<file path="src/rtl/sdram_test_status.sv">
// Status-line consumer for the SDRAM tester: registers ready/running/error, tracks
// wait/idle/run/error-hold, counts errors and passes, and drives a two-LED blink code.
module sdram_test_status #(
    parameter int BLINK_BITS = 24,
    parameter int HOLD_BITS  = 27
) (
    input  logic       clock,
    input  logic       init,
    input  logic       ready,
    input  logic       running,
    input  logic       error,
    output logic [1:0] led,
    output logic       failed,
    output logic [7:0] errorCount,
    output logic [7:0] passCount
);

    typedef enum logic [1:0] {
        S_WAIT,
        S_IDLE,
        S_RUN,
        S_ERRHOLD
    } state_t;

    state_t                state, state_next;
    logic                  ready_q, running_q, error_q, running_qq, error_qq;
    logic                  err_edge, pass_edge;
    logic [BLINK_BITS-1:0] bc;
    logic                  blink;
    logic [HOLD_BITS-1:0]  hold_cnt;
    logic                  hold_done;

    // NOTE: every flop below is written with <= so all registers update from the
    // same pre-edge values; blocking here would let later statements see new values.
    always_ff @(posedge clock or negedge init) begin
        if (!init) begin
            ready_q    <= 1'b0;
            running_q  <= 1'b0;
            error_q    <= 1'b0;
            running_qq <= 1'b0;
            error_qq   <= 1'b0;
        end else begin
            ready_q    <= ready;
            running_q  <= running;
            error_q    <= error;
            running_qq <= running_q;
            error_qq   <= error_q;
        end
    end

    // Edges are qualified by ready_q, so a ready rise with error already high never counts.
    assign err_edge  = ready_q & error_q & ~error_qq;
    assign pass_edge = ready_q & running_qq & ~running_q;

    always_ff @(posedge clock or negedge init) begin
        if (!init) begin
            bc <= '0;
        end else begin
            bc <= bc + 1'b1;
        end
    end

    assign blink = bc[BLINK_BITS-1];

    // Hold counter freezes while ready is low; state leaves ERRHOLD then anyway.
    always_ff @(posedge clock or negedge init) begin
        if (!init) begin
            hold_cnt <= '0;
        end else if (ready_q) begin
            if (err_edge) begin
                hold_cnt <= '0;
            end else if (state == S_ERRHOLD) begin
                hold_cnt <= hold_cnt + 1'b1;
            end
        end
    end

    assign hold_done = &hold_cnt;

    always_ff @(posedge clock or negedge init) begin
        if (!init) begin
            state <= S_WAIT;
        end else begin
            state <= state_next;
        end
    end

    // NOTE: state_next gets a default before any branch so no path leaves it
    // unassigned, which would otherwise infer a latch.
    always_comb begin
        state_next = state;
        if (!ready_q) begin
            state_next = S_WAIT;
        end else if (err_edge) begin
            state_next = S_ERRHOLD;
        end else if (state == S_ERRHOLD) begin
            if (hold_done) begin
                state_next = running_q ? S_RUN : S_IDLE;
            end
        end else begin
            state_next = running_q ? S_RUN : S_IDLE;
        end
    end

    always_comb begin
        led = 2'b00;
        unique case (state)
            S_WAIT:    led = 2'b00;
            S_IDLE:    led = failed ? 2'b10 : 2'b01;
            S_RUN:     led = failed ? {blink, 1'b0} : {blink, ~blink};
            S_ERRHOLD: led = {blink, blink};
            default:   led = 2'b00;
        endcase
    end

    // Counters and the fail flag survive WAIT; only init clears them.
    always_ff @(posedge clock or negedge init) begin
        if (!init) begin
            failed     <= 1'b0;
            errorCount <= 8'd0;
            passCount  <= 8'd0;
        end else begin
            if (err_edge) begin
                failed <= 1'b1;
                if (errorCount != 8'hFF) begin
                    errorCount <= errorCount + 8'd1;
                end
            end
            if (pass_edge) begin
                passCount <= passCount + 8'd1;
            end
        end
    end

endmodule

</file>
<file path="config.mk">
export PLATFORM = sky130hd
export DESIGN_NAME = sdram_test_status
export DESIGN_NICKNAME = d
export VERILOG_FILES = /design/src/rtl/sdram_test_status.sv
export SDC_FILE = /design/constraint.sdc
export NUM_CORES = 1
export LEC_CHECK = 0
export CAP_MARGIN = 40
export CORE_MARGIN = 1
export CORE_UTILIZATION = 35
export CTS_CLUSTER_DIAMETER = 80
export DETAILED_ROUTE_END_ITERATION = 10
export GPL_TIMING_DRIVEN = 0
export PLACE_DENSITY = 0.61
export SLEW_MARGIN = 15
export SYNTH_ARGS = -nofsm -noshare
export SYNTH_HDL_FRONTEND = slang
export SYNTH_SLANG_ARGS = --single-unit
</file>
<file path="constraint.sdc">
create_clock -name clock -period 2.15 [get_ports clock]
set_input_delay 0.43 -clock clock [delete_from_list [all_inputs] [get_ports clock]]
set_output_delay 0.43 -clock clock [all_outputs]
set_load 0.02 [all_outputs]
</file>
==> results of run 1 <==
[cell type report]
type | count | area, um^2
flip-flops and latches | 75 | 1880
clock buffers | 11 | 141
repair buffers | 25 | 267
plain buffers | 7 | 36.3
fillers | 901 | 5270
inverters | 2 | 7.51
clock inverters | 5 | 100
well taps | 129 | 161
multi-input cells | 226 | 1470
[power by group through the flow]
stage | Combinational (uW) | Sequential [uW] | Clock (uW)
2_1_floorplan | 150 | 1740 | 0
3_3_place_gp | 476 | 1660 | 0
3_5_place_dp | 493 | 1660 | 0
4_1_cts | 496 | 1640 | 1340
5_1_grt | 526 | 1660 | 1400
6_report | 488 | 1630 | 1300
[flip-flops by register name (all words and copies together) (netlist names)]
name / cells
running_q: 1
passCount: 8
bc: 24
running_qq: 1
state: 2
error_qq: 1
ready_q: 1
failed: 1
errorCount: 8
error_q: 1
hold_cnt: 27
[synth_stat cells, drive strengths merged, types with 4 or more instances]
| cell | instances |
|---|---|
| nand2 | 30 |
| buf | 4 |
| nor2 | 32 |
| dfrtp | 75 |
| nor3 | 5 |
| and4 | 6 |
| xnor2 | 30 |
| nand4 | 19 |
| a21oi | 5 |
| o21ai | 5 |
| and3 | 11 |
| nand3 | 30 |
| xor2 | 29 |
| ha | 4 |
[per-layer routing]
metal / vias to the layer above / GRT usage (%) / share of wire [%]
li1: 1138 / - / -
met5: - / 0 / 0
met2: 44 / 22.4 / 46
met1: 1189 / 17.9 / 49
met4: 0 / 5.57 / 1.6
met3: 10 / 4.60 / 3.8
[worst max path at each step]
stage                    startpoint                        to
2_1_floorplan    error_qq$_DFF_PN0_  hold_cnt[22]$_DFFE_PN0P_
3_3_place_gp                   init  hold_cnt[16]$_DFFE_PN0P_
3_5_place_dp      ready_q$_DFF_PN0_  passCount[7]$_DFFE_PN0P_
4_1_cts        state[0]$_DFFE_PN0P_                    led[1]
5_1_grt           ready_q$_DFF_PN0_  passCount[7]$_DFFE_PN0P_
6_report       state[0]$_DFFE_PN0P_                    led[0]
[layout by cell type (no fill, tap or decap), drive strengths merged, types with 2 or more instances in the layout]
master / instances
a2111oi: 2
a21oi: 5
and2: 2
and3: 11
and4: 6
buf: 6
bufinv: 3
clkbuf: 14
clkdlybuf4s50: 20
clkinv: 2
dfrtp: 75
ha: 4
inv: 2
mux2i: 2
nand2: 30
nand2b: 2
nand3: 30
nand4: 19
nor2: 32
nor3: 5
o21ai: 5
or3: 2
xnor2: 30
xor2: 29
[metrics by stage]
stage / util, % / std cells / TNS, ns / setup slack (ns)
floorplan: - / 310 / 0 / 0.417
global placement: 40.5 / 462 / -149.35 / -2.00
detailed placement: 40.8 / 463 / 0 / 0.240
CTS: 43.5 / 480 / 0 / 0.0184
global route: 43.5 / 480 / 0 / 0.0249
finish: 43.5 / 480 / 0 / 0.167
[kinds of logic (layout without fill, tap and decap cells)]
family	Yosys count	after routing	synth area share, %
xor+xnor	59	59	15.3
compound gates	15	15	3.73
flops	75	75	55.4
mux	3	3	0.924
fa+ha+maj	4	4	1.48
buf+inv	9	50	1.29
simple gates	145	145	21.9
[what timing repair did]
action	4_1_cts	5_1_grt
endpoints found under the setup margin	1	1
hold endpoints to repair	23	0
hold buffers	1	0
resized for setup	1	1
cloned	0	0
pin swaps	0	0
==> flow_summary.json, run 1 <==
{
  "outcome": "completed",
  "die_area_um2": 10100,
  "start_util_pct": 36.3,
  "cts.htree.levels": 3,
  "clk_latency_ns": 0.35,
  "postCtsSetupRepairBufs": 0,
  "worstSetupEndpointType": "primary output",
  "hpwlAfterDp_mm": 4.26,
  "syn_avg_cell_area_um2": 10.9,
  "drc": 0,
  "power_leakage_uw": 0.00179,
  "synth_edf_count": 0,
  "rsz0062_at_grt": "no",
  "grt_overflow": 0,
  "syn_area_um2": 3390,
  "num_rows": 35,
  "worst_slew_pin_slew_ns": 0.721,
  "cts_buffer_depth": 2,
  "drive_above_1_share_pct": 7.69,
  "globalplace.congestion": 0.745,
  "r2r-start": "ready_q$_DFF_PN0_",
  "port_buffers": 23,
  "p_sw_share_pct": 25.7,
  "antenna_found_initial": 0,
  "critical_path_buf_inv_count": 1,
  "clk_pin_slew_ns": 0.07,
  "final_area_um2": 4060,
  "die_h_um": 100,
  "critPathMaxFanout": 7,
  "crit_chain": "nor3_1, a21oi_1, mux2i_1, dlygate4sd2_1",
  "p_comb_share_pct": 14.2,
  "cpLargestDelayFamily": "flip-flops",
  "hold_path.class": "reg2reg",
  "vias_per_cell": 4.96,
  "min_period_ns": 1.98,
  "yosys_warnings": 0,
  "net-switching-power_uw": 881,
  "antenna_cells": 0,
  "seqPwrFrac_pct": 47.7,
  "area_growth_pct": 19.8,
  "cts_buffers": 9,
  "path_class": "reg2out",
  "setup_viol": 0,
  "die-width_um": 100,
  "finalWirelength_mm": 6.20,
  "grt_pass1_wl_mm": 11.1,
  "p_int_uw": 2550,
  "synthFlopType": "dfrtp_1",
  "yosys.area.top_type_share_pct": 55.4,
  "start_kind": "flip-flop",
  "hold_ws_ns": 0.402,
  "finalCritPeriodShare_pct": 92.2,
  "r2r_cells": 5,
  "syn-num-nets": 319,
  "r2r_slack_ns": 0.23,
  "r2r_end": "passCount[7]$_DFFE_PN0P_",
  "synthDistinctLibCells": 35,
  "wire_per_inst_um": 12.9,
  "dpl-instance-area_um2": 3800,
  "maxCapViolations": 0,
  "critPathMaxStageDelay_ns": 0.46,
  "drv_slew": 0,
  "grt_max_degree": 53,
  "dr.pass1.iters": 4,
  "seq_area_frac_synth_pct": 55.4,
  "worstPathRequired_ns": 1.72,
  "pwr-share-clk_pct": 38.1,
  "hold_path_startpoint": "error_q$_DFF_PN0_",
  "synthCells": 310,
  "finalHoldViolCount": 0,
  "critPathSlowestCell": "dfrtp_1",
  "synth_area_leaders": "dfrtp_1 (55%), xnor2_1 (7.8%), xor2_1 (7.5%)",
  "cp.depth": 4,
  "clock-root-buffer": "clkbuf_8",
  "cp.arrival_ns": 1.55,
  "io_pins": 24,
  "power_density_nw_per_um2": 845,
  "num_vias": 2381,
  "grt_pass1_vias": 2444,
  "async_flop_share_pct": 100,
  "tritoncts": "done",
  "nets": 355,
  "drtAntennaViolNets": 0,
  "hold_path_end": "error_qq$_DFF_PN0_",
  "fin_skew_ns": 0.0101,
  "peakVddDrop_mv": 0.475,
  "grtUsageTotal_pct": 14.1,
  "core-area_um2": 9330,
  "clock-sinks": 75,
  "fmax_mhz": 504,
  "holdPathStages": 0,
  "ys_seq_elements": 75,
  "yosysTopAreaCell": "dfrtp_1",
  "power_uw": 3430,
  "drt_iter0_markers": 91,
  "max_slew_margin_pct": 51.8
}
Note: power is estimated with default switching activity, not from simulation.
==> inputs of run 2 (changes only) <==
Settings changed: PLACE_DENSITY 0.61 to 0.63.
Clock period 2.15 ns to 1.8 ns, I/O delays scaled along.
==> run 2 against run 1 <==
Effect of this change:
- setup slack got worse by 0.11 ns
- first-iteration DRC count decreased by 25%
- global-route usage decreased by 0.41 points
- utilization grew 0.91 points
- critical endpoint is now hold_cnt[24]$_DFFE_PN0P_
==> flow_summary.json, run 2 (synthesis gave the netlist of run 1 again) <==
{
  "outcome": "completed",
  "drv_slew": 0,
  "cts_buffers": 9,
  "worstSetupEndpointType": "flip-flop",
  "antenna_found_initial": 0,
  "drtAntennaViolNets": 0,
  "dpl-instance-area_um2": 3800,
  "hpwlAfterDp_mm": 4.19,
  "rsz0062_at_grt": "yes",
  "drive_above_1_share_pct": 13.9,
  "final_area_um2": 4140,
  "finalWirelength_mm": 6.19,
  "power_density_nw_per_um2": 946,
  "antenna_cells": 0,
  "cts_buffer_depth": 2,
  "die_area_um2": 10100,
  "regMostFlops": "hold_cnt",
  "cp.arrival_ns": 2.02,
  "r2r_slack_ns": 0.05,
  "fmax_mhz": 573,
  "worstPathRequired_ns": 2.08,
  "globalplace.congestion": 0.741,
  "wire_per_inst_um": 12.7,
  "num_rows": 35,
  "start_util_pct": 36.3,
  "drc": 0,
  "vias_per_cell": 4.83,
  "grt_pass1_vias": 2315,
  "tritoncts": "done",
  "peakVddDrop_mv": 0.546,
  "r2r-start": "error_qq$_DFF_PN0_",
  "fin_skew_ns": 0.00838,
  "top_regs": "hold_cnt (27), bc (24)",
  "num_vias": 2359,
  "max_slew_margin_pct": 67.1,
  "min_period_ns": 1.75,
  "dr.pass1.iters": 4,
  "cp-startpoint": "error_qq$_DFF_PN0_",
  "power_uw": 3920,
  "port_buffers": 23,
  "hold_path.class": "in2reg",
  "die_h_um": 100,
  "largest_register_ffs": 27,
  "setup_viol": 0,
  "grt_max_degree": 53,
  "path_class": "reg2reg",
  "nets": 363,
  "die-width_um": 100,
  "hold_ws_ns": 0.441,
  "grtUsageTotal_pct": 13.7,
  "worst_slew_pin_slew_ns": 0.492,
  "cp-endpoint": "hold_cnt[24]$_DFFE_PN0P_",
  "critPathMaxFanout": 5,
  "clk_pin_slew_ns": 0.08,
  "grt_overflow": 0,
  "drt_iter0_markers": 68,
  "final_cell_mix": "dfrtp_1 (72), nor2_1 (32), xnor2_1 (30), nand2_1 (29), xor2_1 (29)",
  "r2r_end": "hold_cnt[24]$_DFFE_PN0P_",
  "r2r_cells": 6,
  "core-area_um2": 9330,
  "clock-sinks": 75,
  "start_kind": "flip-flop",
  "clock-root-buffer": "clkbuf_8",
  "area_growth_pct": 22.3,
  "finalCritPeriodShare_pct": 96.9,
  "final_common_cell": "dfrtp_1",
  "power_leakage_uw": 0.00186,
  "finalHoldViolCount": 0,
  "io_pins": 24,
  "grt_pass1_wl_mm": 10.8,
  "clk_latency_ns": 0.35,
  "cts.htree.levels": 3,
  "maxCapViolations": 0
}
-- run 2: cell count changes in the layout (fill, tap and decap cells not counted), sizes merged --
cell,delta
buf,+8
bufinv,-1
clkbuf,+1
clkdlybuf4s50,-5
clkinv,+1
clkinvlp,+1
dlygate4sd2,+1
dlymetal6s2s,+2
-- run 2: cell type report --
| type | count | area [um^2] |
|---|---|---|
| Buffer | 7 | 37.5 |
| Clock inverter | 6 | 90.1 |
| Clock buffer | 10 | 128 |
| Sequential cell | 75 | 1880 |
| Inverter | 2 | 7.51 |
| Tap cell | 129 | 161 |
| Fill cell | 886 | 5190 |
| Timing Repair Buffer | 33 | 324 |
| Multi-Input combinational cell | 226 | 1510 |
-- run 2: timing repair --
item | in CTS | in global routing
setup endpoints to repair | 16 | 19
resized for setup | 13 | 18
hold buffers | 1 | 0
pin swaps | 1 | 6
setup buffers | 4 | 4
endpoints found under the hold margin | 23 | 0
-- run 2: how the worst min path moves through the flow --
stage                           start  depth (start not counted)  slack, ns                  to
finish                          error                          1       0.44   error_q$_DFF_PN0_
global placement    error_q$_DFF_PN0_                          0       0.38  error_qq$_DFF_PN0_
floorplan                        init                          0       0.06     bc[0]$_DFF_PN0_
detailed placement               init                          1       0.29     bc[2]$_DFF_PN0_
CTS                             error                          1       0.43   error_q$_DFF_PN0_
global route                    error                          1       0.45   error_q$_DFF_PN0_
-- run 2: routing by layer --
layer / track usage (%) / share of wire (%)
met1: 18.4 / 49
met2: 21.5 / 46
met3: 3.55 / 3.0
met4: 5.02 / 1.6
met5: 0 / 0
-- run 2: through the flow --
step / instances / util (%) / TNS [ns] / setup slack [ns]
2_1_floorplan: 310 / - / 0 / 0.0670
3_3_place_gp: 462 / 40.5 / -168.00 / -2.24
3_5_place_dp: 463 / 40.8 / -0.583 / -0.149
4_1_cts: 484 / 43.6 / 0 / 0.00527
5_1_grt: 488 / 44.4 / -0.0865 / -0.0285
6_report: 488 / 44.4 / 0 / 0.0549
-- run 2: report_power, final --
| part | internal [uW] | switching [uW] |
|---|---|---|
| logic | 266 | 295 |
| registers | 1800 | 149 |
| clock network | 783 | 621 |
-- run 2: worst max-delay path, cell delays in order (launching register included) --
cell and delay, ns:
dfrtp_1 0.39, nand2b_4 0.18, a2111oi_4 0.39, buf_6 0.17, nand3_1 0.08, or3_1 0.34
a21oi_2 0.12
